===== config.mk =====
export PLATFORM = sky130hd
export DESIGN_NAME = bios_fetch_flat
export DESIGN_NICKNAME = d
export VERILOG_FILES = /design/src/rtl/bios_fetch_if.sv /design/src/rtl/bios_fetch.sv /design/src/flat_wrapper.sv
export SDC_FILE = /design/constraint.sdc
export NUM_CORES = 1
export LEC_CHECK = 0
export CORE_ASPECT_RATIO = 1.25
export CORE_MARGIN = 10
export CORE_UTILIZATION = 35
export CTS_CLUSTER_DIAMETER = 100
export CTS_CLUSTER_SIZE = 8
export DETAILED_ROUTE_END_ITERATION = 16
export SYNTH_ARGS = -nofsm -noshare
export SYNTH_HDL_FRONTEND = slang
export SYNTH_SLANG_ARGS = --single-unit

===== constraint.sdc =====
create_clock -name clk -period 2.97 [get_ports clk]
set_clock_uncertainty 0.1 [all_clocks]
set_input_delay 0.4455 -clock clk [delete_from_list [all_inputs] [get_ports clk]]
set_output_delay 0.4455 -clock clk [all_outputs]
set_load 0.01 [all_outputs]

===== src/rtl/bios_fetch_if.sv =====
// rtl/bios_fetch_if.sv - BIOS fetch port bundle: instruction memory, redirect, instruction output.
interface bios_fetch_if #(
  parameter int ADDR_W = 12
);
  logic              start;
  logic              imem_en;
  logic [ADDR_W-1:0] imem_addr;
  logic [31:0]       imem_rdata;
  logic              redirect_valid;
  logic [31:0]       redirect_pc;
  logic              inst_valid;
  logic              inst_ready;
  logic [31:0]       inst;
  logic [31:0]       inst_pc;
  logic              fault;

  modport master (
    input  start,
    input  imem_rdata,
    input  redirect_valid,
    input  redirect_pc,
    input  inst_ready,
    output imem_en,
    output imem_addr,
    output inst_valid,
    output inst,
    output inst_pc,
    output fault
  );

  modport slave (
    output start,
    output imem_rdata,
    output redirect_valid,
    output redirect_pc,
    output inst_ready,
    input  imem_en,
    input  imem_addr,
    input  inst_valid,
    input  inst,
    input  inst_pc,
    input  fault
  );
endinterface


===== src/rtl/bios_fetch.sv =====
// rtl/bios_fetch.sv - BIOS instruction fetch unit with one-deep output register and redirect/fault handling.
module bios_fetch #(
  parameter logic [31:0] RESET_PC = 32'h0000_0000,
  parameter int          ADDR_W   = 12
) (
  input logic          clk,
  input logic          rst_n,
  bios_fetch_if.master bus
);

  typedef enum logic [1:0] {
    IDLE  = 2'd0,
    RUN   = 2'd1,
    FAULT = 2'd2
  } state_t;

  state_t      state_q;
  state_t      state_d;
  logic [31:0] pc_q;
  logic        inst_valid_q;
  logic [31:0] inst_q;
  logic [31:0] inst_pc_q;
  logic        fault_q;

  logic        can_accept;
  logic        fetch;
  logic        redirect_misaligned;

  assign can_accept          = !inst_valid_q || bus.inst_ready;
  assign redirect_misaligned = bus.redirect_valid && (bus.redirect_pc[1:0] != 2'b00);
  // A redirect in flight suppresses the fetch so the stale pc is never read.
  assign fetch               = (state_q == RUN) && can_accept && !bus.redirect_valid;

  assign bus.imem_en    = fetch;
  assign bus.imem_addr  = pc_q[ADDR_W-1:0];
  assign bus.inst_valid = inst_valid_q;
  assign bus.inst       = inst_q;
  assign bus.inst_pc    = inst_pc_q;
  assign bus.fault      = fault_q;

  always_ff @(posedge clk or negedge rst_n) begin
    if (!rst_n) begin
      state_q <= IDLE;
    end else begin
      state_q <= state_d;
    end
  end

  always_comb begin
    state_d = state_q;
    case (state_q)
      IDLE: begin
        if (redirect_misaligned) begin
          state_d = FAULT;
        end else if (bus.start) begin
          state_d = RUN;
        end
      end
      RUN: begin
        if (redirect_misaligned) begin
          state_d = FAULT;
        end
      end
      FAULT: begin
        if (bus.redirect_valid && !redirect_misaligned) begin
          state_d = RUN;
        end
      end
      default: begin
        state_d = IDLE;
      end
    endcase
  end

  always_ff @(posedge clk or negedge rst_n) begin
    if (!rst_n) begin
      fault_q      <= 1'b0;
      pc_q         <= RESET_PC;
      inst_valid_q <= 1'b0;
      inst_q       <= 32'h0;
      inst_pc_q    <= 32'h0;
    end else begin
      fault_q <= (state_d == FAULT);
      // Redirect wins over both fetch and stall; it also drops any held word.
      if (bus.redirect_valid) begin
        pc_q         <= bus.redirect_pc;
        inst_valid_q <= 1'b0;
      end else if (fetch) begin
        inst_q       <= bus.imem_rdata;
        inst_pc_q    <= pc_q;
        inst_valid_q <= 1'b1;
        pc_q         <= pc_q + 32'd4;
      end else if (can_accept) begin
        inst_valid_q <= 1'b0;
      end
    end
  end

endmodule


===== src/flat_wrapper.sv =====
// flat-port wrapper written by rule: the top's interface ports become plain ports
module bios_fetch_flat 
#(
  parameter logic [31:0] RESET_PC = 32'h0000_0000,
  parameter int          ADDR_W   = 12
)
  (clk, rst_n, bus_start, bus_imem_rdata, bus_redirect_valid, bus_redirect_pc, bus_inst_ready, bus_imem_en, bus_imem_addr, bus_inst_valid, bus_inst, bus_inst_pc, bus_fault);
  bios_fetch_if #(.ADDR_W(ADDR_W)) bus_i ();
  input logic clk;
  input logic rst_n;
  input wire logic [$bits(bus_i.start)-1:0] bus_start;
  input wire logic [$bits(bus_i.imem_rdata)-1:0] bus_imem_rdata;
  input wire logic [$bits(bus_i.redirect_valid)-1:0] bus_redirect_valid;
  input wire logic [$bits(bus_i.redirect_pc)-1:0] bus_redirect_pc;
  input wire logic [$bits(bus_i.inst_ready)-1:0] bus_inst_ready;
  output wire logic [$bits(bus_i.imem_en)-1:0] bus_imem_en;
  output wire logic [$bits(bus_i.imem_addr)-1:0] bus_imem_addr;
  output wire logic [$bits(bus_i.inst_valid)-1:0] bus_inst_valid;
  output wire logic [$bits(bus_i.inst)-1:0] bus_inst;
  output wire logic [$bits(bus_i.inst_pc)-1:0] bus_inst_pc;
  output wire logic [$bits(bus_i.fault)-1:0] bus_fault;
  assign bus_i.start = bus_start;
  assign bus_i.imem_rdata = bus_imem_rdata;
  assign bus_i.redirect_valid = bus_redirect_valid;
  assign bus_i.redirect_pc = bus_redirect_pc;
  assign bus_i.inst_ready = bus_inst_ready;
  assign bus_imem_en = bus_i.imem_en;
  assign bus_imem_addr = bus_i.imem_addr;
  assign bus_inst_valid = bus_i.inst_valid;
  assign bus_inst = bus_i.inst;
  assign bus_inst_pc = bus_i.inst_pc;
  assign bus_fault = bus_i.fault;
  bios_fetch #(.RESET_PC(RESET_PC), .ADDR_W(ADDR_W)) u_core (.clk(clk), .rst_n(rst_n), .bus(bus_i));
endmodule

Yosys cells after proc, flatten, opt, wreduce, memory -nomap -nowiden
Index checks and enable logic that the tools add are counted.
Cells by class
  add/subtract/negate cells: 1
  equality and inequality tests: 3
  multiplexer cells: 10
  bitwise gates (word level): 1
  reduce and logical (&&, ||, !) cells: 13
Operator list (number)
  $mux 32: 2
  $add 32x3->32 const B: 1
  $mux 2: 4
  $pmux 2 s3: 1
  $eq 2x2->1 const B: 2
  $logic_and 1x1->1: 4
  $reduce_bool 2->1: 2
  $logic_not 1->1: 3
  $mux 1: 3
  $reduce_bool 3->1: 1
  $eq 2x1->1 const B: 1
  $logic_not 2->1: 1
  $reduce_and 2->1: 1
  $logic_or 1x1->1: 1
  $not 1->1: 1
Word-level totals
  bits in registers: 100
  bits of input ports: 69
  output and inout bits: 79

Logic depth before layout (Yosys ltp)
Gate-level depths: netlist (run 1).
  word-level depth: 7
  gate-level depth with buffers: 6
  mapped depth without buffers: 5

Least setup slack after synthesis (run 1)
No wires, ideal clock.
  kind: reg-to-reg
  from: register u_core.inst_valid_q, in the netlist u_core.bus.inst_valid
  to: register u_core.inst_q[21], in the netlist u_core.bus.inst[21]
  setup time: 0.125 ns
  arrival: 1.871 ns
  required time: 2.745 ns
  path slack: 0.875 ns
  stages on the path, launching flop included: 6
  period minus slack after synthesis: 2.095 ns
  path through: dfrtp_1 > nor2b_1 > nor3_1 > clkbuf_1 > buf_1 > mux2_2
Between the ends
  longest elaborated chain between the ends: 5
Ends and longest elaborated chain
  start: declaration: line bios_fetch.sv:20  | logic inst_valid_q;
  start signal: assignment: line bios_fetch.sv:79  | inst_valid_q <= 1'b0;
  start signal: assignment: line bios_fetch.sv:87  | inst_valid_q <= 1'b0;
  start signal: assignment: line bios_fetch.sv:91  | inst_valid_q <= 1'b1;
  $logic_not 1->1: line bios_fetch.sv:29  | assign can_accept = !inst_valid_q || bus.inst_ready;
  $logic_or 1x1->1: line bios_fetch.sv:29
  $logic_and 1x1->1 (2 in a row): line bios_fetch.sv:32  | assign fetch = (state_q == RUN) && can_accept && !bus.redirect_valid;
  named net bus_imem_en: line flat_wrapper.sv:16  | output wire logic [$bits(bus_i.imem_en)-1:0] bus_imem_en;
  $reduce_and 2->1 (no source line)
  end signal: assignment: line bios_fetch.sv:89  | inst_q <= bus.imem_rdata;
  end: declaration: line bios_fetch.sv:21  | logic [31:0] inst_q;
The timed path passes the listed nets, and every way through them passes these cells.
A chain may end at the register's enable or synchronous reset.

Worst setup path after layout (run 1)
  from: input port bus_inst_ready
  to: output port bus_imem_en
Between the ends
  longest elaborated chain between the ends: 3
Ends and longest elaborated chain
  start: declaration: line flat_wrapper.sv:15  | input wire logic [$bits(bus_i.inst_ready)-1:0] bus_inst_ready;
  $logic_or 1x1->1: line bios_fetch.sv:29
  $logic_and 1x1->1 (2 in a row): line bios_fetch.sv:32
  end: declaration: line flat_wrapper.sv:16
No other way between the ends.

==> impl_metrics.py, run 1 <==
metrics = {
    "critical_path": {
        "arrival_ns": 2.17,
        "rrSetupSlack_ns": 0.49,
        "cpMostUsedCell": "clkdlybuf4s50_1",
        "r2r_cells": 4,
        "path_buf_inv": 2,
        "crit_chain": "clkdlybuf4s50_1 -> nor2b_1 -> nor3_2 -> clkdlybuf4s50_1",
        "crit_type": "input pin to output port",
        "timing.rr.start": "u_core.pc_q[7]",
        "path_depth": 4,
        "critPathMaxFanout": 4,
        "slowest_delay_ns": 0.66,
        "end_kind": "output port",
        "worstReg2RegEnd": "u_core.pc_q[22]",
        "critPathSlowestCell": "clkdlybuf4s50_1",
        "crit_family": "buffers and inverters",
        "cp.required_ns": 2.42,
        "worstSetupStartpointType": "input pin",
    },
    "floorplan": {
        "dieArea_um2": 18000,
        "ios": 148,
        "initial_utilization_pct": 35.8,
        "die_w_um": 122,
        "rows": 46,
        "core_region_area_um2": 12700,
        "die_h_um": 148,
    },
    "synth": {
        "synth_warnings": 0,
        "synth_nets": 459,
        "yosysSeqAreaShare_pct": 55.0,
        "syn_area_um2": 4550,
        "synth_edf_count": 0,
        "ys_ff_latch": 100,
        "synth.distinct_cells": 39,
        "yosysTopAreaCell": "dfrtp_1",
        "synthArstFlopShare_pct": 100,
        "syn_inst": 389,
        "yosysTopAreaCellShare_pct": 55.0,
        "synthTopCellsByArea": "dfrtp_1, mux2_2, or4_1, o31ai_1, buf_4",
        "synth_ff_type": "dfrtp_1",
        "synth_area_per_cell_um2": 11.7,
    },
    "power_and_ir_drop": {
        "pwr-share-clk_pct": 22.1,
        "ir_worst_vdd_v": 0.000372,
        "swShare_pct": 28.0,
        "switching_power_mw": 1.51,
        "p_int_mw": 3.87,
        "p_leak_nw": 2.51,
        "seqPwrFrac_pct": 40.0,
        "power_mw": 5.38,
        "power_density_nw_per_um2": 835,
        "p_comb_share_pct": 37.9,
    },
    "run": {
        "drv_cap": 0,
    },
    "global_route": {
        "overflow": 0,
        "grt_pass1_vias": 3525,
        "antenna_found_initial": 0,
        "grt_max_degree": 59,
        "grt_first_pass_wirelength_um": 19200,
        "grtUsageTotal_pct": 13.3,
    },
    "sta": {
        "timing.hold.ws_ns": 0.00199,
        "worstMarginPinSlew_ns": 0.895,
        "slew_violations": 0,
        "worst_slack_ns": 0.258,
        "finalSetupTns_ns": 0,
        "finalSetupViolCount": 0,
        "max_slew_margin_pct": 40.3,
        "fin_crit_ns": 2.71,
        "hold_viol": 0,
        "fmax_mhz": 369,
        "grt_setup_unrepaired": "no",
        "period_share_pct": 91.3,
    },
    "final_layout": {
        "final_common_cell": "clkdlybuf4s50_1",
        "fin_cells": 691,
        "multi_input_area_um2": 1860,
        "drive_gt1_share_pct": 17.2,
        "n_antenna_cell": 0,
        "layout_common_cells": "clkdlybuf4s50_1, dfrtp_1, mux2_2",
        "area_delta_synth_final_pct": 41.4,
        "seq_area_um2": 2500,
        "fin_nets": 589,
        "nFillCells": 1187,
    },
    "placed_design": {
        "pre_cts_ws_ns": 0.230,
        "place.port_buffers": 147,
        "place_hpwl_um": 8940,
        "place_congestion": 0.753,
        "dp.cells": 676,
    },
    "clock_network": {
        "cts.path.max_buffers": 2,
        "htree_num_levels": 3,
        "cts_hold_repair.buffers": 0,
        "clock_sinks": 100,
        "cts_root_buf": "clkbuf_16",
        "cts.clk_slew.worst_paths_ns": 0.07,
        "cts_buffers": 9,
        "cts_tree": "yes",
        "cts_setup_buffers": 0,
        "cts_resized": 0,
        "clk_latency_ns": 0.33,
    },
    "detailed_routing": {
        "dr.pass1.iters": 5,
        "vias": 3500,
        "wirelength_um": 12100,
        "drtIter0Drc": 194,
        "routedWlPerCell_um": 17.5,
        "detail_route.vias_per_cell": 5.07,
        "drc": 0,
        "ant_nets": 0,
    },
    "hold_path": {
        "min_path_type": "input pin to async pin",
    },
    "status": {
        "status": "finished, final reports clean",
    },
}
## metal layers
metal / track usage [%] / vias up / wire length, µm
met2: 21.6 / 112 / 5840
met1: 15.3 / 1680 / 4960
li1: - / 1693 / -
met4: 5.62 / 0 / 229
met5: 0 / - / 0
met3: 4.73 / 15 / 1090
## kinds of logic after synthesis
| group | Yosys count | share of synthesized area, % |
|---|---|---|
| simple gates | 119 | 14.7 |
| flops | 100 | 55.0 |
| mux | 67 | 16.5 |
| compound gates | 56 | 7.91 |
| buf+inv | 39 | 4.23 |
| xor+xnor | 7 | 1.35 |
| fa+ha+maj | 1 | 0.275 |
## synth_stat cells, types with 2 or more instances
library cell,n
and4_1,2
a21oi_1,4
nor2b_1,8
nand2b_1,3
nor2_1,16
mux2_2,66
nand3_1,16
nor4_1,4
a31oi_1,13
xor2_1,5
a22oi_1,3
nor3_1,3
dfrtp_1,100
and2_1,2
or4_1,16
clkbuf_1,20
and3_1,3
buf_4,12
o211ai_1,4
nand4_1,13
xnor2_1,2
inv_1,5
o21ai_0,15
nand2_1,23
or3_1,4
o31ai_1,14
## sequential cells by signal, summed over array words and instances, names as in the netlist
name,flops
u_core.bus.inst_pc,32
u_core.bus.inst_valid,1
u_core.bus.inst,32
u_core.bus.fault,1
u_core.pc_q,32
u_core.state_q,2
## area by class of cell
| class | instances | share of cell area (%) |
|---|---|---|
| Inverter | 5 | 0.292 |
| Clock inverter | 1 | 0.466 |
| Multi-Input combinational cell | 250 | 28.9 |
| Tap cell | 168 | 3.27 |
| Clock buffer | 14 | 4.26 |
| Timing Repair Buffer | 153 | 23.9 |
| Sequential cell | 100 | 38.9 |
## power by group through the flow
stage          Combinational [mW]  Sequential, mW  Clock, mW
2_1_floorplan               0.656            2.36          0
3_3_place_gp                 2.06            2.15          0
3_5_place_dp                 2.08            2.18          0
4_1_cts                      2.09            2.16       1.24
5_1_grt                      2.19            2.22       1.30
6_report                     2.04            2.15       1.19
## worst max-delay path by stage
stage / startpoint / end
after global placement: bus_inst_ready / bus_imem_en
after global routing: bus_inst_ready / bus_imem_en
final: bus_inst_ready / bus_imem_en
after detailed placement: bus_inst_ready / bus_imem_en
after CTS: bus_inst_ready / bus_imem_en
after floorplan: u_core.bus.inst_valid / u_core.bus.inst[21]
## stage by stage
step	utilization (%)	cell area, µm²
finish	50.6	6440
global route	50.6	6440
CTS	50.6	6440
detailed placement	48.2	6130
global placement	48.2	6130
floorplan	-	4550
No activity file was read; power rests on OpenSTA's default activity.
==> inputs of run 2 (changes only) <==
--- a/config.mk
+++ b/config.mk
@@ -5,8 +5,6 @@
 export SDC_FILE = /design/constraint.sdc
 export NUM_CORES = 1
 export LEC_CHECK = 0
-export CORE_ASPECT_RATIO = 1.25
-export CORE_MARGIN = 10
 export CORE_UTILIZATION = 35
 export CTS_CLUSTER_DIAMETER = 100
 export CTS_CLUSTER_SIZE = 8
==> impl_metrics.py, run 2 (synthesized netlist as in run 1, its figures left out) <==
metrics = {
    "clock_network": {
        "clock_sinks": 100,
        "cts_resized": 0,
        "clk_latency_ns": 0.34,
        "cts_root_buf": "clkbuf_16",
        "htree_num_levels": 3,
        "cts_buffers": 9,
        "cts.path.max_buffers": 2,
        "cts.clk_slew.worst_paths_ns": 0.06,
        "cts_hold_repair.buffers": 0,
        "cts_setup_buffers": 0,
        "cts_tree": "yes",
    },
    "detailed_routing": {
        "vias": 3515,
        "dr.pass1.iters": 4,
        "ant_nets": 0,
        "detail_route.vias_per_cell": 5.05,
        "drc": 0,
        "routedWlPerCell_um": 16.0,
        "drtIter0Drc": 176,
        "wirelength_um": 11200,
    },
    "critical_path": {
        "worstReg2RegEnd": "u_core.pc_q[30]",
        "r2r_cells": 4,
        "cp.required_ns": 2.42,
        "slowest_delay_ns": 0.64,
        "timing.rr.start": "u_core.pc_q[7]",
        "critPathSlowestCell": "clkdlybuf4s50_1",
        "crit_chain": "clkdlybuf4s50_1 -> nor2b_1 -> nor3_2 -> clkdlybuf4s50_1",
        "crit_type": "input pin to output port",
        "rrSetupSlack_ns": 0.50,
        "crit_family": "buffers and inverters",
        "arrival_ns": 2.00,
        "end_kind": "output port",
        "cpMostUsedCell": "clkdlybuf4s50_1",
        "path_buf_inv": 2,
        "worstSetupStartpointType": "input pin",
        "critPathMaxFanout": 4,
    },
    "power_and_ir_drop": {
        "p_int_mw": 3.85,
        "seqPwrFrac_pct": 40.2,
        "swShare_pct": 28.2,
        "pwr-share-clk_pct": 22.2,
        "p_leak_nw": 2.50,
        "power_density_nw_per_um2": 834,
        "switching_power_mw": 1.51,
        "ir_worst_vdd_v": 0.000303,
        "p_comb_share_pct": 37.7,
    },
    "run": {
        "drv_cap": 0,
    },
    "sta": {
        "period_share_pct": 85.6,
        "finalSetupTns_ns": 0,
        "worstMarginPinSlew_ns": 0.889,
        "hold_viol": 0,
        "max_slew_margin_pct": 40.7,
        "grt_setup_unrepaired": "no",
        "slew_violations": 0,
        "fmax_mhz": 393,
        "fin_crit_ns": 2.54,
        "worst_slack_ns": 0.427,
        "finalSetupViolCount": 0,
    },
    "global_route": {
        "grt_pass1_vias": 3462,
        "grtUsageTotal_pct": 17.2,
        "antenna_found_initial": 0,
        "overflow": 0,
        "grt_max_degree": 65,
        "grt_first_pass_wirelength_um": 17800,
    },
    "floorplan": {
        "die_w_um": 116,
        "ios": 148,
        "die_h_um": 116,
        "core_region_area_um2": 12700,
        "dieArea_um2": 13500,
        "initial_utilization_pct": 35.9,
        "rows": 41,
    },
    "placed_design": {
        "pre_cts_ws_ns": 0.410,
        "place_hpwl_um": 8000,
        "place.port_buffers": 147,
        "place_area_um2": 6140,
        "place_congestion": 0.782,
    },
    "final_layout": {
        "layout_common_cells": "clkdlybuf4s50_1, dfrtp_1, mux2_2",
        "fin_nets": 589,
        "n_antenna_cell": 0,
        "final_common_cell": "clkdlybuf4s50_1",
        "nFillCells": 1167,
        "final_area_um2": 6440,
        "drive_gt1_share_pct": 17.0,
        "area_delta_synth_final_pct": 41.4,
    },
    "status": {
        "status": "finished, final reports clean",
    },
    "hold_path": {
        "min_path_type": "input pin to async pin",
    },
}
[run 2: cell count changes in the layout (fill, tap and decap cells not counted), sizes merged]
| cell | before | now |
|---|---|---|
| clkbuf | 14 | 15 |
[run 2: power groups by stage]
stage               clock network, mW  logic [mW]  registers [mW]
finish                           1.19        2.02            2.15
floorplan                           0       0.656            2.36
detailed placement                  0        2.05            2.19
global route                     1.27        2.17            2.23
global placement                    0        2.02            2.16
CTS                              1.22        2.06            2.16
[run 2: worst max path at each step]
stage	startpoint	endpoint	slack (ns)	cells after the start
final	bus_inst_ready	bus_imem_en	0.43	4
after global routing	u_core.pc_q[7]	u_core.pc_q[22]	0.33	4
after CTS	bus_inst_ready	bus_imem_en	0.42	4
after detailed placement	bus_inst_ready	u_core.pc_q[30]	0.41	5
after global placement	bus_inst_ready	bus_imem_en	0.42	4
after floorplan	u_core.bus.inst_valid	u_core.bus.inst[21]	0.87	5
[run 2: through the flow]
| stage | util [%] | total power, mW | instances | hold slack [ns] |
|---|---|---|---|---|
| 6_report | 50.8 | 5.37 | 696 | 0.0549 |
| 5_1_grt | 50.8 | 5.67 | 696 | 0.115 |
| 3_3_place_gp | 48.4 | 4.18 | 680 | 0.388 |
| 2_1_floorplan | - | 3.02 | 389 | 0.0499 |
| 4_1_cts | 50.8 | 5.44 | 696 | 0.0707 |
| 3_5_place_dp | 48.4 | 4.24 | 680 | 0.395 |
[run 2: layer usage]
layer  vias up  wire length [µm]  track usage [%]
li1       1688                 -                -
met3        12               429             2.56
met1      1721              4880             23.8
met4         0               189             7.01
met2        94              5660             27.3
met5         -                 0                0
[run 2: area by class of cell]
cell class,count,area (µm²),area share [%]
sequential,100,2500,38.9
multi-input combinational,250,1860,28.9
timing repair buffer,153,1540,23.9
clock buffer,15,268,4.16
tap,172,215,3.34
clock inverter,1,30.0,0.467
inverter,5,18.8,0.292
==> inputs of run 3 (changes only) <==
--- a/config.mk
+++ b/config.mk
@@ -5,6 +5,7 @@
 export SDC_FILE = /design/constraint.sdc
 export NUM_CORES = 1
 export LEC_CHECK = 0
+export CORE_MARGIN = 8
 export CORE_UTILIZATION = 35
 export CTS_CLUSTER_DIAMETER = 100
 export CTS_CLUSTER_SIZE = 8
==> impl_metrics.py, run 3 (synthesized netlist as in run 1, its figures left out) <==
metrics = {
    "detailed_routing": {
        "drtIter0Drc": 142,
        "dr.pass1.iters": 4,
        "drc": 0,
        "wl_met1_um": 5040,
        "detail_route.vias_per_cell": 5.13,
        "ant_nets": 0,
        "route.met3.wl_um": 769,
        "vias": 3572,
        "highest_layer": "met4",
        "met2WireLength_um": 6370,
        "routedWlPerCell_um": 17.8,
        "wirelength_um": 12400,
    },
    "hold_path": {
        "min_path_type": "input pin to async pin",
    },
    "clock_network": {
        "cts_resized": 0,
        "cts.clk_slew.worst_paths_ns": 0.07,
        "cts_setup_buffers": 0,
        "cts.path.max_buffers": 2,
        "cts_hold_repair.buffers": 0,
        "cts_tree": "yes",
        "cts_root_buf": "clkbuf_16",
        "clock_sinks": 100,
        "clk_latency_ns": 0.34,
        "cts_buffers": 9,
        "htree_num_levels": 3,
    },
    "power_and_ir_drop": {
        "seqPwrFrac_pct": 40.6,
        "p_int_mw": 3.73,
        "swShare_pct": 29.7,
        "p_comb_share_pct": 38.5,
        "pwr-share-clk_pct": 20.9,
        "switching_power_mw": 1.58,
        "p_leak_nw": 2.48,
        "ir_worst_vdd_v": 0.000418,
        "power_density_nw_per_um2": 829,
    },
    "global_route": {
        "antenna_found_initial": 0,
        "grtUsageTotal_pct": 15.0,
        "grt_pass1_vias": 3741,
        "overflow": 0,
        "grt_max_degree": 59,
        "grt_first_pass_wirelength_um": 19700,
    },
    "floorplan": {
        "die_h_um": 130,
        "die_w_um": 130,
        "rows": 41,
        "initial_utilization_pct": 35.9,
        "core_region_area_um2": 12700,
        "ios": 148,
        "dieArea_um2": 16900,
    },
    "final_layout": {
        "area_delta_synth_final_pct": 40.7,
        "drive_gt1_share_pct": 17.7,
        "n_antenna_cell": 0,
        "fin_nets": 589,
        "final_common_cell": "clkdlybuf4s50_1",
        "layout_common_cells": "clkdlybuf4s50_1, dfrtp_1, mux2_2",
    },
    "placed_design": {
        "place_hpwl_um": 9110,
        "place.port_buffers": 147,
        "place_congestion": 0.762,
        "pre_cts_ws_ns": 0.419,
    },
    "sta": {
        "hold_viol": 6,
        "worstMarginPinSlew_ns": 0.945,
        "max_slew_margin_pct": 36.4,
        "fmax_mhz": 403,
        "period_share_pct": 83.5,
        "slew_violations": 0,
        "grt_setup_unrepaired": "no",
        "fin_crit_ns": 2.48,
        "finalSetupViolCount": 0,
        "timing.hold.ws_ns": -0.00598,
        "worst_slack_ns": 0.489,
        "finalSetupTns_ns": 0,
    },
    "status": {
        "status": "finished with violations",
        "violations": "hold timing",
    },
    "critical_path": {
        "worstReg2RegEnd": "u_core.pc_q[22]",
        "crit_type": "flip-flop to flip-flop",
        "rrSetupSlack_ns": 0.49,
        "cp.required_ns": 3.14,
        "timing.rr.start": "u_core.pc_q[8]",
        "end_kind": "flip-flop",
        "worstSetupStartpointType": "flip-flop",
        "critPathMaxFanout": 17,
        "r2r_cells": 4,
        "arrival_ns": 2.65,
    },
    "run": {
        "drv_cap": 0,
    },
}
==> run 3: cell types whose count changed in the layout (fill, tap and decap cells not counted), sizes merged <==
| cell | previous run | this run |
|---|---|---|
| clkbuf | 15 | 10 |
| clkinvlp | 0 | 4 |
| bufinv | 1 | 0 |
| clkinv | 0 | 2 |
==> run 3: worst max path at each step <==
stage                     cells past startpoint             startpoint  slack, ns                   to
after floorplan                               5  u_core.bus.inst_valid       0.87  u_core.bus.inst[21]
after global routing                          4         u_core.pc_q[7]       0.36      u_core.pc_q[26]
after CTS                                     3      u_core.state_q[1]       0.47          bus_imem_en
final                                         4         u_core.pc_q[8]       0.49      u_core.pc_q[22]
after detailed placement                      5         bus_inst_ready       0.42      u_core.pc_q[30]
after global placement                        5         bus_inst_ready       0.45      u_core.pc_q[26]
==> run 3: layer usage <==
layer / global-route usage (%) / vias to the layer above
met2: 25.9 / 105
met4: 6.22 / 0
met5: 0 / -
met1: 17.5 / 1768
li1: - / 1679
met3: 3.79 / 20
==> run 3: through the flow <==
step / cell area [µm²] / power (mW) / hold slack, ns / std cells / utilization (%)
final: 6400 / 5.31 / -0.00598 / 696 / 50.5
after detailed placement: 6130 / 4.27 / 0.390 / 680 / 48.3
after global routing: 6400 / 5.63 / 0.0308 / 696 / 50.5
after CTS: 6400 / 5.41 / 0.0159 / 696 / 50.5
after floorplan: 4550 / 3.02 / 0.0499 / 389 / -
after global placement: 6130 / 4.21 / 0.383 / 680 / 48.3
==> run 3: area by class of cell <==
class	count	area [µm²]
repair buffers	153	1530
flip-flops and latches	100	2500
inverters	5	18.8
clock inverters	6	40.0
multi-input cells	250	1860
well taps	172	215
clock buffers	10	239
fillers	1194	6270
==> run 3: power by group through the flow <==
stage	Clock [mW]	Sequential [mW]	Combinational, mW
2_1_floorplan	0	2.36	0.656
3_3_place_gp	0	2.16	2.05
3_5_place_dp	0	2.19	2.09
4_1_cts	1.15	2.16	2.09
5_1_grt	1.20	2.24	2.19
6_report	1.11	2.15	2.05
==> run 3: critical path, stage by stage (launching register included) <==
cell	delay [ns]
dfrtp_1	0.52
nand4_4	0.20
or4_1	0.82
or4_1	0.60
a31oi_1	0.17
